**config.mk**
```make
export PLATFORM = sky130hd
export DESIGN_NAME = datapath_seq
export DESIGN_NICKNAME = d
export VERILOG_FILES = /design/src/rtl/datapath_seq.sv
export SDC_FILE = /design/constraint.sdc
export NUM_CORES = 1
export LEC_CHECK = 0
export ABC_AREA = 1
export BUFFER_PORTS_ARGS = -buffer_cell sky130_fd_sc_hd__buf_4
export CAP_MARGIN = 5
export CORE_MARGIN = 2
export CORE_UTILIZATION = 44
export CTS_CLUSTER_DIAMETER = 50
export DETAILED_ROUTE_END_ITERATION = 7
export GPL_ROUTABILITY_DRIVEN = 0
export HOLD_SLACK_MARGIN = 0.02
export PLACE_DENSITY = 0.7
export SLEW_MARGIN = 40
export SYNTH_ARGS = -nofsm -noshare
export SYNTH_HDL_FRONTEND = slang
export SYNTH_SLANG_ARGS = --single-unit
```
**constraint.sdc**
```tcl
create_clock -name clk -period 2.8 [get_ports clk]
set_input_delay 0.56 -clock clk [delete_from_list [all_inputs] [get_ports clk]]
set_output_delay 0.56 -clock clk [all_outputs]
set_load 0.01 [all_outputs]
```
**src/rtl/datapath_seq.sv**
```systemverilog
`default_nettype none
// ============================================================================
//  Module   : datapath_seq
//  Purpose  : Self-sequencing register-file datapath. A start/busy/done
//             handshake fetches two source registers, runs one ALU operation
//             and writes the result back to a destination register.
//  Revision : 1.0 - initial release
// ============================================================================
module datapath_seq #(
  parameter int WIDTH  = 4,
  parameter int NREGS  = 4,
  localparam int ADDR_W = $clog2(NREGS)
) (
  input  logic              clk,
  input  logic              rst,
  input  logic              start,
  input  logic [2:0]        opcode,
  input  logic [ADDR_W-1:0] src_a,
  input  logic [ADDR_W-1:0] src_b,
  input  logic [ADDR_W-1:0] dst,
  input  logic              carry_in,
  input  logic              load,
  input  logic [ADDR_W-1:0] ld_addr,
  input  logic [WIDTH-1:0]  ld_data,
  input  logic [ADDR_W-1:0] rd_addr,
  output logic [WIDTH-1:0]  rd_data,
  output logic              busy,
  output logic              done,
  output logic [WIDTH-1:0]  result,
  output logic              carry_out,
  output logic              zero
);

  typedef enum logic [2:0] {
    S_IDLE    = 3'd0,
    S_FETCH_A = 3'd1,
    S_FETCH_B = 3'd2,
    S_EXEC    = 3'd3,
    S_WRITE   = 3'd4,
    S_DONE    = 3'd5
  } state_t;

  state_t r_state;
  state_t w_state_next;

  logic [WIDTH-1:0]  r_rf [NREGS];
  logic [WIDTH-1:0]  r_a;
  logic [WIDTH-1:0]  r_b;
  logic [2:0]        r_op;
  logic [ADDR_W-1:0] r_src_a;
  logic [ADDR_W-1:0] r_src_b;
  logic [ADDR_W-1:0] r_dst;
  logic              r_cin;
  logic [WIDTH-1:0]  r_result;
  logic              r_cout;
  logic              r_zero;
  logic [WIDTH:0]    w_alu;

  // State register; reset aborts any operation in flight.
  always_ff @(posedge clk or posedge rst) begin
    if (rst) r_state <= S_IDLE;
    else     r_state <= w_state_next;
  end

  // Next-state and handshake outputs; only IDLE waits for start.
  always_comb begin
    w_state_next = r_state;
    busy         = 1'b0;
    done         = 1'b0;
    case (r_state)
      S_IDLE:    if (start) w_state_next = S_FETCH_A;
      S_FETCH_A: begin busy = 1'b1; w_state_next = S_FETCH_B; end
      S_FETCH_B: begin busy = 1'b1; w_state_next = S_EXEC;    end
      S_EXEC:    begin busy = 1'b1; w_state_next = S_WRITE;   end
      S_WRITE:   begin busy = 1'b1; w_state_next = S_DONE;    end
      S_DONE:    begin done = 1'b1; w_state_next = S_IDLE;    end
      default:   w_state_next = S_IDLE;
    endcase
  end

  // ALU at WIDTH+1 bits; the top bit is carry (ADD) or borrow (SUB).
  always_comb begin
    w_alu = '0;
    case (r_op)
      3'b000:  w_alu = {1'b0, r_a} + {1'b0, r_b} + {{WIDTH{1'b0}}, r_cin};
      3'b001:  w_alu = {1'b0, r_a} - {1'b0, r_b} - {{WIDTH{1'b0}}, r_cin};
      3'b010:  w_alu = {1'b0, r_a & r_b};
      3'b011:  w_alu = {1'b0, r_a | r_b};
      3'b100:  w_alu = {1'b0, r_a ^ r_b};
      3'b101:  w_alu = {1'b0, ~(r_a ^ r_b)};
      3'b110:  w_alu = {1'b0, r_a};
      default: w_alu = {1'b0, ~r_a};
    endcase
  end

  // Datapath: command latch and external load in IDLE, operand fetch,
  // flag capture in EXEC and write-back in WRITE.
  always_ff @(posedge clk or posedge rst) begin
    if (rst) begin
      for (int i = 0; i < NREGS; i++) r_rf[i] <= '0;
      r_a      <= '0;
      r_b      <= '0;
      r_op     <= '0;
      r_src_a  <= '0;
      r_src_b  <= '0;
      r_dst    <= '0;
      r_cin    <= 1'b0;
      r_result <= '0;
      r_cout   <= 1'b0;
      r_zero   <= 1'b0;
    end else begin
      case (r_state)
        S_IDLE: begin
          if (start) begin
            r_op    <= opcode;
            r_src_a <= src_a;
            r_src_b <= src_b;
            r_dst   <= dst;
            r_cin   <= carry_in;
          end
          if (load) r_rf[ld_addr] <= ld_data;
        end
        S_FETCH_A: r_a <= r_rf[r_src_a];
        S_FETCH_B: r_b <= r_rf[r_src_b];
        S_EXEC: begin
          r_result <= w_alu[WIDTH-1:0];
          r_cout   <= w_alu[WIDTH];
          r_zero   <= (w_alu[WIDTH-1:0] == '0);
        end
        S_WRITE: r_rf[r_dst] <= r_result;
        default: ;
      endcase
    end
  end

  assign rd_data   = r_rf[rd_addr];
  assign result    = r_result;
  assign carry_out = r_cout;
  assign zero      = r_zero;

endmodule
`default_nettype wire

```
# Word-level counts from Yosys, hierarchy flattened
# Cells that the tools add are included.
# W data, S select, Z words.
totals:
  reg_bits: 43
classes:
  n_eq_ne: 13
  mux: 22
  add_sub_neg: 4
  magnitude_cmp: 7
  n_reduce_logical: 9
  bitwise: 10
op_table:
  columns: ["operator", "n"]
  rows:
  - ["$pmux W5 S7", 1]
  - ["$bwmux W16", 2]
  - ["$mux W4", 8]
  - ["$pmux W16 S2", 1]
  - ["$bmux W4 S2", 3]
  - ["$demux W4 S2", 2]
  - ["$mux W16", 1]
  - ["$eq A3 B3 Y1 const B", 5]
  - ["$ge A3 B3 Y1 const B", 5]
  - ["$not A2 Y3", 5]
  - ["$pmux W3 S5", 1]
  - ["$eq A3 B2 Y1 const B", 4]
  - ["$not A4 Y4", 2]
  - ["$eq A3 B1 Y1 const B", 2]
  - ["$logic_not A3 Y1", 2]
  - ["$lt A3 B1 Y1 const B", 2]
  - ["$add A4 B4 Y5", 1]
  - ["$add A5 B1 Y5", 1]
  - ["$sub A4 B4 Y5", 1]
  - ["$sub A5 B1 Y5", 1]
  - ["$and A4 B4 Y4", 1]
  - ["$logic_not A4 Y1", 1]
  - ["$ne A2 B2 Y1 const B", 2]
  - ["$or A4 B4 Y4", 1]
  - ["other kinds (7)", 10]

# Longest topological paths before layout
depth:
  word_depth: 8
  depth_mapped: 14
  mapped_depth_nobuf: 14

# Least setup slack after synthesis
# Ideal clock, no wire load.
synth_timing:
  path_type: "register -> register"
  from: "register r_a[0]"
  to: "register r_cout (netlist: carry_out)"
  n_path_buf: 0
  required_ns: 2.684
  arrival_ns: 1.981
  path_slack_ns: 0.703
  setup_ns: 0.116
  stages_incl_launch_ff: 10
  cell_sequence: "dfrtp_1 > fa_1 > fa_1 > or2_2 > a21oi_1 > nand2_1 > nand2_1 > o21ai_0 > nand2_1 > nand2_1"
synth_via:
  elab_chain_cells: 3
synth_rtl:
  columns: ["item", "line", "text"]
  rows:
  - ["start: declaration", "47", "logic [WIDTH-1:0] r_a;"]
  - ["start signal: assignment", "123", "S_FETCH_A: r_a <= r_rf[r_src_a];"]
  - ["$sub A4 B4 Y5 / $add A4 B4 Y5 (equally long branches)", "86, 85", null]
  - ["$sub A5 B1 Y5 / $add A5 B1 Y5 (equally long branches)", "86, 85", null]
  - ["$pmux W5 S7 *", "84", "case (r_op)"]
  - ["end signal: assignment", "127", "r_cout <= w_alu[WIDTH];"]
  - ["end: declaration", "55", "logic r_cout;"]
# Mark *: on every way between the ends. The rest lies on a longest branch, timed or not.
# A chain may end at the register's enable or synchronous reset.

# Final worst setup path
# Same ends and word-level chain as after synthesis.

==> impl_metrics.py <==
metrics = {
    "logic_synthesis": {
        "synth_fp_nets": 459,
        "synth_seq_area_share_pct": 35.43,
        "ys.flop_type": "dfrtp_1",
        "synthTopCellsByArea": "dfrtp_1 (35%), nand2_1 (11%), o21ai_0 (8.7%), inv_1 (8.5%), a21oi_1 (7.1%)",
        "synth_warnings": 0,
        "syn_area_um2": 3037,
        "synth-seq-cells": 43,
        "ys_types": 28,
        "synth_area_per_cell_um2": 7.247,
        "yosysMostFrequentCell": "nand2_1",
        "synth_edf_count": 0,
        "synth.largest_area_cell": "dfrtp_1",
        "synthArstFlopShare_pct": 100.0,
        "synth_commonest_cells": "nand2_1 (90), inv_1 (69), o21ai_0 (53), a21oi_1 (43), dfrtp_1 (43)",
        "synth.top_cell.area_share_pct": 35.43,
        "synth_cells": 419,
    },
    "clock_tree": {
        "cts_buffers": 5,
        "cts_resized": 0,
        "cts-htree-levels": 2,
        "clockBufferDepth": 2,
        "cts.sinks": 43,
        "cts_root_buffer": "clkbuf_8",
        "hold_buffers": 0,
        "cts_tree": "built",
        "clk_pin_slew_ns": 0.09,
        "post_cts_buffers": 0,
        "clk_latency_ns": 0.30,
    },
    "finish": {
        "n_fill_cell": 653,
        "layout-drive-gt1-share_pct": 14.66,
        "diodes": 0,
        "areaGrowthSynthToFinish_pct": 14.71,
        "final_area_um2": 3483,
        "final_cells": 537,
        "layout.nets": 496,
    },
    "power": {
        "total_power_w": 0.003791,
        "p_leak_nw": 1.735,
        "power_density_nw_per_um2": 1088,
        "vdd_drop_max_uv": 573.1,
    },
    "detailed_routing": {
        "vias_per_cell": 5.460,
        "first_iter_violations": 239,
        "finalWirelength_um": 7534,
        "drtAntennaViolNets": 0,
        "dr.pass1.iters": 5,
        "drc": 0,
        "wire_per_inst_um": 14.03,
        "via_count": 2932,
    },
    "timing": {
        "drv_slew": 0,
        "fin_crit_sh_pct": 80.71,
        "final-setup-viol-count": 0,
        "rsz0062_at_grt": "false",
        "hold_viol": 0,
        "fin_setup_tns_ns": 0,
        "worst_slew_pin_slew_ns": 0.5731,
        "worst_slack_ns": 0.5401,
        "finalCriticalPeriod_ns": 2.260,
        "fmaxAchievable_mhz": 442.5,
        "fin_skew_ns": 0.004761,
        "slew_headroom_pct": 61.79,
    },
    "die": {
        "start_util_pct": 45.20,
        "die_w_um": 87.08,
        "dieHeight_um": 87.08,
        "coreArea_um2": 6719,
        "fp-row-count": 30,
        "io_pins": 34,
        "die_area_um2": 7582,
    },
    "setup_path": {
        "cp-end-kind": "register",
        "critPathLaunchType": "register",
        "arrival_ns": 2.47,
        "rrSetupSlack_ns": 0.54,
        "cp.required_ns": 3.01,
        "crit_path_max_fanout": 6,
        "worstSetupPathType": "register to register",
    },
    "global_routing": {
        "grt_pass1_wl_um": 12510,
        "grt_remaining_overflow": 0,
        "grt_max_degree": 44,
        "grt_antenna_before_repair": 0,
        "grt_usage_pct": 20.99,
        "grt_pass1_vias": 2713,
    },
    "place": {
        "place_inst": 529,
        "dpl_worst_slack_ns": 0.5639,
        "dpl-instance-area_um2": 3385,
        "port_buffers": 33,
        "hpwlAfterDp_um": 5809,
    },
    "job": {
        "maxCapViolations": 0,
    },
    "min_path": {
        "hp-class": "input port to async pin",
    },
    "run_status": {
        "status": "complete, no violations",
    },
}
==> through the flow <==
step                util [%]  hold slack (ns)
CTS                    51.84           0.4174
global placement       50.37           0.4695
floorplan                  -           0.5155
global route           51.84           0.4572
finish                 51.84           0.3954
detailed placement     50.37           0.4742
==> cell type report <==
type / count / area [um2] / share of cell area (%)
inverter: 74 / 280.3 / 8.046
clock buffer: 6 / 82.58 / 2.371
tap: 80 / 100.1 / 2.874
timing repair buffer: 37 / 277.8 / 7.974
clock inverter: 2 / 16.27 / 0.4670
multi-input combinational: 295 / 1650 / 47.38
sequential: 43 / 1076 / 30.89
==> flip-flops by register name, summed over array words and instances (netlist names) <==
name,count
result,4
r_a,4
r_op,3
r_dst,2
r_src_a,2
carry_out,1
r_rf,16
r_state,3
zero,1
r_b,4
r_cin,1
r_src_b,2
==> report_power, final <==
group          switching (W)  internal (W)  leakage, nW  total [W]
Clock               0.000234      0.000202       0.0474   0.000436
Combinational        0.00133      0.000782         1.15    0.00211
Sequential          0.000347      0.000898        0.538    0.00125
Total                0.00191       0.00188         1.73    0.00379
==> cell usage in the layout (no fill, tap or decap) <==
cell / instances
a21oi_4: 4
clkbuf_8: 6
nand3_2: 3
nand3_4: 2
or2_2: 1
nor2_8: 1
clkinv_4: 1
inv_4: 1
a21oi_1: 43
nand4_1: 9
o21ai_1: 2
nand2_1: 90
o21ai_2: 1
clkinvlp_4: 1
mux2_2: 1
nor2_2: 1
nand3b_1: 1
dfrtp_1: 43
nor3_1: 7
o31ai_1: 1
ha_1: 14
nand3_1: 13
inv_1: 69
o22ai_1: 16
buf_4: 37
nor2_1: 25
o21ai_0: 53
inv_2: 4
nand2_2: 3
fa_1: 4
==> routing by layer <==
| metal | GRT usage (%) | up-vias | wire (um) |
|---|---|---|---|
| met3 | 3.507 | 7 | 321 |
| met5 | 0 | - | 0 |
| met2 | 35.74 | 85 | 3772 |
| met1 | 27.50 | 1387 | 3372 |
| met4 | 5.824 | 0 | 68 |
| li1 | - | 1453 | - |
==> worst max-delay path, cell delays in order (launching register included) <==
cell and delay, ns:
dfrtp_1 0.47, fa_1 0.50, fa_1 0.39, or2_2 0.30, a21oi_1 0.19, nand2_1 0.07
nand2_1 0.06, o21ai_0 0.08, nand2_1 0.06, nand2_1 0.04
==> kinds of logic after synthesis <==
kind of cell | after synthesis | synth area share (%)
compound gates | 120 | 22.13
fa+ha+maj | 18 | 8.406
buf+inv | 81 | 10.22
flops | 43 | 35.43
mux | 1 | 0.3708
simple gates | 156 | 23.44
==> worst paths after layout <==
kind	start	end	cells past startpoint
worst min register to register	carry_out$_DFFE_PP0N_	carry_out$_DFFE_PP0N_	2
worst max-delay path	r_a[0]$_DFFE_PP0P_	carry_out$_DFFE_PP0N_	9
max in group asynchronous	rst	r_src_b[0]$_DFFE_PP0P_	3
worst min-delay path	rst	r_state[0]$_DFFE_PP0P_	3
min in group clk	dst[0]	r_dst[0]$_DFFE_PP0P_	2
worst max register to register	r_a[0]$_DFFE_PP0P_	carry_out$_DFFE_PP0N_	9
(Power assumes the default switching activity.)
